### src/rtl/simon_pkg.sv
// Shared Simon game types: segment code encoding and the playback state enum.
package simon_pkg;

    typedef logic [2:0] code_t;

    localparam code_t CODE_3    = 3'b011;
    localparam code_t CODE_2    = 3'b010;
    localparam code_t CODE_1    = 3'b001;
    localparam code_t CODE_0    = 3'b000;
    localparam int    EMPTY_BIT = 2;

    typedef enum logic [2:0] {
        ST_IDLE,
        ST_FETCH,
        ST_ON,
        ST_OFF,
        ST_DONE
    } play_state_t;

endpackage

### src/rtl/code_decode.sv
// Combinational segment code to one-hot LED pattern; empty or unknown codes give all-dark.
module code_decode
    import simon_pkg::*;
(
    input  code_t       i_code,
    output logic [3:0]  o_leds
);

    always_comb begin
        o_leds = 4'b0000;
        case (i_code)
            CODE_3:  o_leds = 4'b1000;
            CODE_2:  o_leds = 4'b0100;
            CODE_1:  o_leds = 4'b0010;
            CODE_0:  o_leds = 4'b0001;
            default: o_leds = 4'b0000;
        endcase
    end

endmodule

### src/rtl/sequence_playback.sv
// Plays segment[0..current_round] on the LEDs with timed on/off gaps, stopping early at an empty entry.
// Optional macro PLAYBACK_SPEEDUP_EN shortens on/off durations by last_index[4:3] in later rounds.
module sequence_playback
    import simon_pkg::*;
#(
    parameter int ON_CYCLES  = 25000000,
    parameter int OFF_CYCLES = 12500000,
    parameter int CNT_W      = 25
)
(
    input  logic        i_clk,
    input  logic        i_reset,
    input  logic        i_start,
    input  code_t       i_segment [0:31],
    input  logic [4:0]  i_current_round,
    output logic [3:0]  o_leds,
    output logic        o_busy,
    output logic        o_done,
    output logic [4:0]  o_play_index
);

    play_state_t        r_state;
    play_state_t        w_next_state;
    logic [CNT_W-1:0]   r_timer;
    logic [4:0]         r_play_index;
    logic [4:0]         r_last_index;

    code_t              w_code;
    logic [3:0]         w_decoded;
    logic               w_empty;
    logic               w_timer_zero;
    logic               w_last_entry;
    logic [CNT_W-1:0]   w_on_load;
    logic [CNT_W-1:0]   w_off_load;

    assign w_code       = i_segment[r_play_index];
    assign w_empty      = w_code[EMPTY_BIT];
    assign w_timer_zero = (r_timer == '0);
    assign w_last_entry = (r_play_index == r_last_index);

`ifdef PLAYBACK_SPEEDUP_EN
    logic [CNT_W-1:0]   w_on_dur;
    logic [CNT_W-1:0]   w_off_dur;

    // A shift that reaches zero still yields a one-cycle phase.
    assign w_on_dur   = CNT_W'(ON_CYCLES) >> r_last_index[4:3];
    assign w_off_dur  = CNT_W'(OFF_CYCLES) >> r_last_index[4:3];
    assign w_on_load  = (w_on_dur == '0)  ? '0 : w_on_dur - 1'b1;
    assign w_off_load = (w_off_dur == '0) ? '0 : w_off_dur - 1'b1;
`else
    localparam logic [CNT_W-1:0] ON_LOAD  = CNT_W'(ON_CYCLES - 1);
    localparam logic [CNT_W-1:0] OFF_LOAD = CNT_W'(OFF_CYCLES - 1);

    assign w_on_load  = ON_LOAD;
    assign w_off_load = OFF_LOAD;
`endif

    code_decode u_code_decode (
        .i_code (w_code),
        .o_leds (w_decoded)
    );

    always_ff @(posedge i_clk or posedge i_reset) begin
        if (i_reset) begin
            r_state <= ST_IDLE;
        end else begin
            r_state <= w_next_state;
        end
    end

    always_comb begin
        w_next_state = r_state;
        case (r_state)
            ST_IDLE:  if (i_start) w_next_state = ST_FETCH;
            ST_FETCH: w_next_state = w_empty ? ST_DONE : ST_ON;
            ST_ON:    if (w_timer_zero) w_next_state = ST_OFF;
            ST_OFF:   if (w_timer_zero) w_next_state = w_last_entry ? ST_DONE : ST_FETCH;
            ST_DONE:  w_next_state = ST_IDLE;
            default:  w_next_state = ST_IDLE;
        endcase
    end

    // Round is latched at start so mid-run changes cannot alter the length.
    always_ff @(posedge i_clk or posedge i_reset) begin
        if (i_reset) begin
            r_timer      <= '0;
            r_play_index <= '0;
            r_last_index <= '0;
        end else begin
            case (r_state)
                ST_IDLE: begin
                    if (i_start) begin
                        r_last_index <= i_current_round;
                        r_play_index <= '0;
                    end
                end
                ST_FETCH: begin
                    if (!w_empty) r_timer <= w_on_load;
                end
                ST_ON: begin
                    if (w_timer_zero) r_timer <= w_off_load;
                    else              r_timer <= r_timer - 1'b1;
                end
                ST_OFF: begin
                    if (w_timer_zero) begin
                        if (!w_last_entry) r_play_index <= r_play_index + 1'b1;
                    end else begin
                        r_timer <= r_timer - 1'b1;
                    end
                end
                default: ;
            endcase
        end
    end

    always_comb begin
        o_leds       = 4'b0000;
        o_busy       = 1'b0;
        o_done       = 1'b0;
        o_play_index = r_play_index;
        case (r_state)
            ST_IDLE:  ;
            ST_FETCH: o_busy = 1'b1;
            ST_ON: begin
                o_busy = 1'b1;
                o_leds = w_decoded;
            end
            ST_OFF:   o_busy = 1'b1;
            ST_DONE: begin
                o_busy = 1'b1;
                o_done = 1'b1;
            end
            default:  ;
        endcase
    end

endmodule

### config.mk
export PLATFORM = sky130hd
export DESIGN_NAME = sequence_playback
export DESIGN_NICKNAME = d
export VERILOG_FILES = /design/src/rtl/simon_pkg.sv /design/src/rtl/code_decode.sv /design/src/rtl/sequence_playback.sv
export SDC_FILE = /design/constraint.sdc
export NUM_CORES = 1
export LEC_CHECK = 0
export BUFFER_PORTS_ARGS = -buffer_cell sky130_fd_sc_hd__buf_4
export CAP_MARGIN = 40
export CORE_ASPECT_RATIO = 0.75
export CORE_MARGIN = 4
export CORE_UTILIZATION = 50
export CTS_CLUSTER_SIZE = 14
export DETAILED_ROUTE_END_ITERATION = 8
export PLACE_DENSITY = 0.81
export SYNTH_ARGS = -nofsm -noshare
export SYNTH_HDL_FRONTEND = slang
export SYNTH_SLANG_ARGS = --single-unit
### constraint.sdc
create_clock -name i_clk -period 4.6 [get_ports i_clk]
set_clock_uncertainty 0.05 [all_clocks]
set_input_delay 0.92 -clock i_clk [delete_from_list [all_inputs] [get_ports i_clk]]
set_output_delay 0.92 -clock i_clk [all_outputs]
set_load 0.005 [all_outputs]
==> impl_metrics.env <==
export IMPL_synthFlopType="dfrtp_1"
export IMPL_setup_total_negative_slack_ps=0
export IMPL_most_common_layout_cells="120 x buf_4, 38 x dfrtp_1, 31 x o21ai_0, 30 x nor2_1, 22 x nand2_1"
export IMPL_start_util=0.523
export IMPL_worst_pin_slew_ps=924
export IMPL_highest_clock_rate_ghz=0.248
export IMPL_antenna_found_initial=0
export IMPL_hold_violations=0
export IMPL_path_class="reg2out"
export IMPL_gp_congestion=0.863
export IMPL_floorplan_die_width_microns=98.8
export IMPL_grt_max_degree=39
export IMPL_report_final_slew_viol_count=0
export IMPL_syn_area_per_cell_sq_um=9.18
export IMPL_finalWorstSetupSlack_ps=571
export IMPL_finalCriticalPeriod_ps=4030
export IMPL_clock_sinks=38
export IMPL_synth_warnings=0
export IMPL_startpoint="o_play_index[1]"
export IMPL_arrival_ps=3060
export IMPL_die_height_microns=76.1
export IMPL_antenna_diode_count=0
export IMPL_postCtsSetupBuffers=0
export IMPL_grt_first_pass_wirelength_microns=15700
export IMPL_number_of_levels_in_the_clock_h_tree=2
export IMPL_drt_pass1_iterations=6
export IMPL_synth_cell_area_sq_um=3090
export IMPL_place_ws_ps=727
export IMPL_num_vias=3244
export IMPL_critical_path_endpoint="o_leds[1]"
export IMPL_post_detailed_route_wirelength_per_cell_microns=18.6
export IMPL_cts_made_buffers=5
export IMPL_cts_repair_resize_count=0
export IMPL_crit_path_end_kind="primary output"
export IMPL_fp_dieArea_sq_um=7520
export IMPL_sw_ratio=0.440
export IMPL_postSynthRegisterBits=38
export IMPL_portBuffers=114
export IMPL_worstReg2RegEnd="r_timer[4]"
export IMPL_grt_util_all_layers=0.258
export IMPL_run_status="completed"
export IMPL_regToRegStartpoint="r_timer[18]"
export IMPL_ff2ff_path_depth=7
export IMPL_cts_root_buffer="clkbuf_8"
export IMPL_critPathLaunchType="flip-flop"
export IMPL_clk_path_buf_depth=2
export IMPL_top_level_ports=115
export IMPL_synthesis_nets=444
export IMPL_fp_row_count=24
export IMPL_synth_edff_count=0
export IMPL_worst_hold_slack_ps=450
export IMPL_path_clk_slew_ps=80
export IMPL_num_fill_cells=462
export IMPL_max_cap_viol_count=0
export IMPL_viasPerCell=6.17
export IMPL_layout_worst_path_cycle_share=0.876
export IMPL_critical_path_slowest_cell="dfrtp_1"
export IMPL_postCtsHoldBufs=0
export IMPL_p_leak_nw=1.71
export IMPL_max_slew_margin_rel=0.380
export IMPL_finalWirelength_microns=9780
export IMPL_detailedPlacementHpwl_microns=7500
export IMPL_clock_insertion_delay_worst_skew_ps=300
export IMPL_core_area_sq_um=5920
export IMPL_crit_required_ps=3630
export IMPL_switchingPower_mw=0.806
export IMPL_pwr_share_comb=0.536
export IMPL_postSynthCellCount=337
export IMPL_hold_path_class="reg2reg"
export IMPL_final_common_cell="buf_4"
export IMPL_synth_yosys_seq_area_share=0.307
export IMPL_rsz0062_at_grt="false"
export IMPL_final_core_utilization=0.699
export IMPL_async_flop_share=1.00
export IMPL_post_route_cells_drive_above_1_share=0.371
export IMPL_hold_path_depth=2
export IMPL_power_report_internal_total_mw=1.02
export IMPL_drc_errors=0
export IMPL_clkPwrFrac=0.132
export IMPL_cts_tree="yes"
export IMPL_timing_critical_path_cells="mux2_2, o2bb2ai_1, a211oi_1, a31o_2, or3_1, or4_1, nor2_1, buf_4"
export IMPL_route_antenna_remaining_nets=0
export IMPL_grt_remaining_overflow=0
export IMPL_post_synthesis_to_final_layout_area_growth_pct=33.6
export IMPL_finalSetupViolCount=0
export IMPL_power_frac_seq=0.332
export IMPL_worst_path_max_fanout=13
export IMPL_vdd_ir_drop_max_v=0.000314
export IMPL_rrSetupSlack_ps=860
export IMPL_drt_initial_drc_count=322
export IMPL_final_nets=554
export IMPL_powerDensity_nw_per_um2=443
export IMPL_grt_pass1_vias=3045
export IMPL_synth_distinct_cells=53
export IMPL_max_stage_delay_ps=720
==> Yosys cell counts (all sizes together), types with 4 or more instances <==
master | number | area share
dfrtp | 38 | 0.31
nand2b | 6 | 0.012
nor4 | 4 | 0.0081
mux2i | 13 | 0.042
a31oi | 4 | 0.0081
nand2 | 22 | 0.027
inv | 10 | 0.012
mux2 | 10 | 0.036
o21ai | 34 | 0.056
nor2b | 4 | 0.0081
mux4 | 20 | 0.15
nand3 | 7 | 0.011
a21o | 4 | 0.0097
o21a | 4 | 0.0097
xnor2 | 4 | 0.011
nor3 | 16 | 0.027
or3 | 7 | 0.014
o2bb2ai | 4 | 0.011
buf | 8 | 0.012
or4 | 8 | 0.021
a21oi | 19 | 0.031
clkbuf | 12 | 0.015
a211oi | 4 | 0.0097
nor2 | 30 | 0.036
==> kinds of logic (layout without fill, tap and decap cells) <==
family | count (synthesis) | in the layout | synth area share
buf+inv | 30 | 141 | 0.0384
compound gates | 96 | 96 | 0.199
flops | 38 | 38 | 0.307
fa+ha+maj | 3 | 3 | 0.0121
simple gates | 121 | 121 | 0.203
xor+xnor | 6 | 6 | 0.0170
mux | 43 | 43 | 0.224
==> state kept, by name, indices dropped and copies added (netlist names) <==
signal and flops:
r_last_index 5, o_play_index 5, r_state 3, r_timer 25
==> cell type report <==
| class | count | area (sq um) | share of cell area |
|---|---|---|---|
| Multi-Input combinational cell | 269 | 2020 | 0.490 |
| Sequential cell | 38 | 951 | 0.230 |
| Tap cell | 78 | 97.6 | 0.0236 |
| Clock inverter | 1 | 5.00 | 0.00121 |
| Inverter | 10 | 37.5 | 0.00908 |
| Clock buffer | 7 | 86.3 | 0.0209 |
| Timing Repair Buffer | 123 | 931 | 0.225 |
==> power by group through the flow <==
| stage | sequential, mW | clock, mW | combinational [mW] |
|---|---|---|---|
| floorplan | 0.509 | 0 | 0.731 |
| global placement | 0.606 | 0 | 0.903 |
| detailed placement | 0.605 | 0 | 0.963 |
| CTS | 0.600 | 0.245 | 0.968 |
| global route | 0.626 | 0.265 | 1.06 |
| finish | 0.606 | 0.242 | 0.981 |
==> critical path: cells and delay by family (launching register included) <==
family                 cells  cell delay (ps)
flip-flops                 1              720
buffers and inverters      1              120
multiplexers               1              420
AND/OR/NAND/NOR            3             1000
AO/OA/AOI/OAI              3              510
==> worst min-delay path by stage <==
stage                           start           to  slack [ps]
after CTS                 r_timer[17]  r_timer[17]         450
final                     r_timer[17]  r_timer[17]         450
after global placement    r_timer[17]  r_timer[17]         420
after floorplan           r_timer[17]  r_timer[17]         400
after global routing      r_timer[17]  r_timer[17]         480
after detailed placement  r_timer[17]  r_timer[17]         430
==> metrics by stage <==
step	instances	total power, mW	area (sq um)
global route	526	1.95	4130
floorplan	337	1.24	3090
global placement	515	1.51	4010
CTS	525	1.81	4130
detailed placement	517	1.57	4040
finish	526	1.83	4130
==> metal layers <==
metal	wire, microns	share of wire	track usage
met5	0	0	0
met3	901	0.092	0.0604
met4	193	0.020	0.0709
met1	4050	0.41	0.359
met2	4640	0.47	0.403
Power figures use the tool's default switching activity.
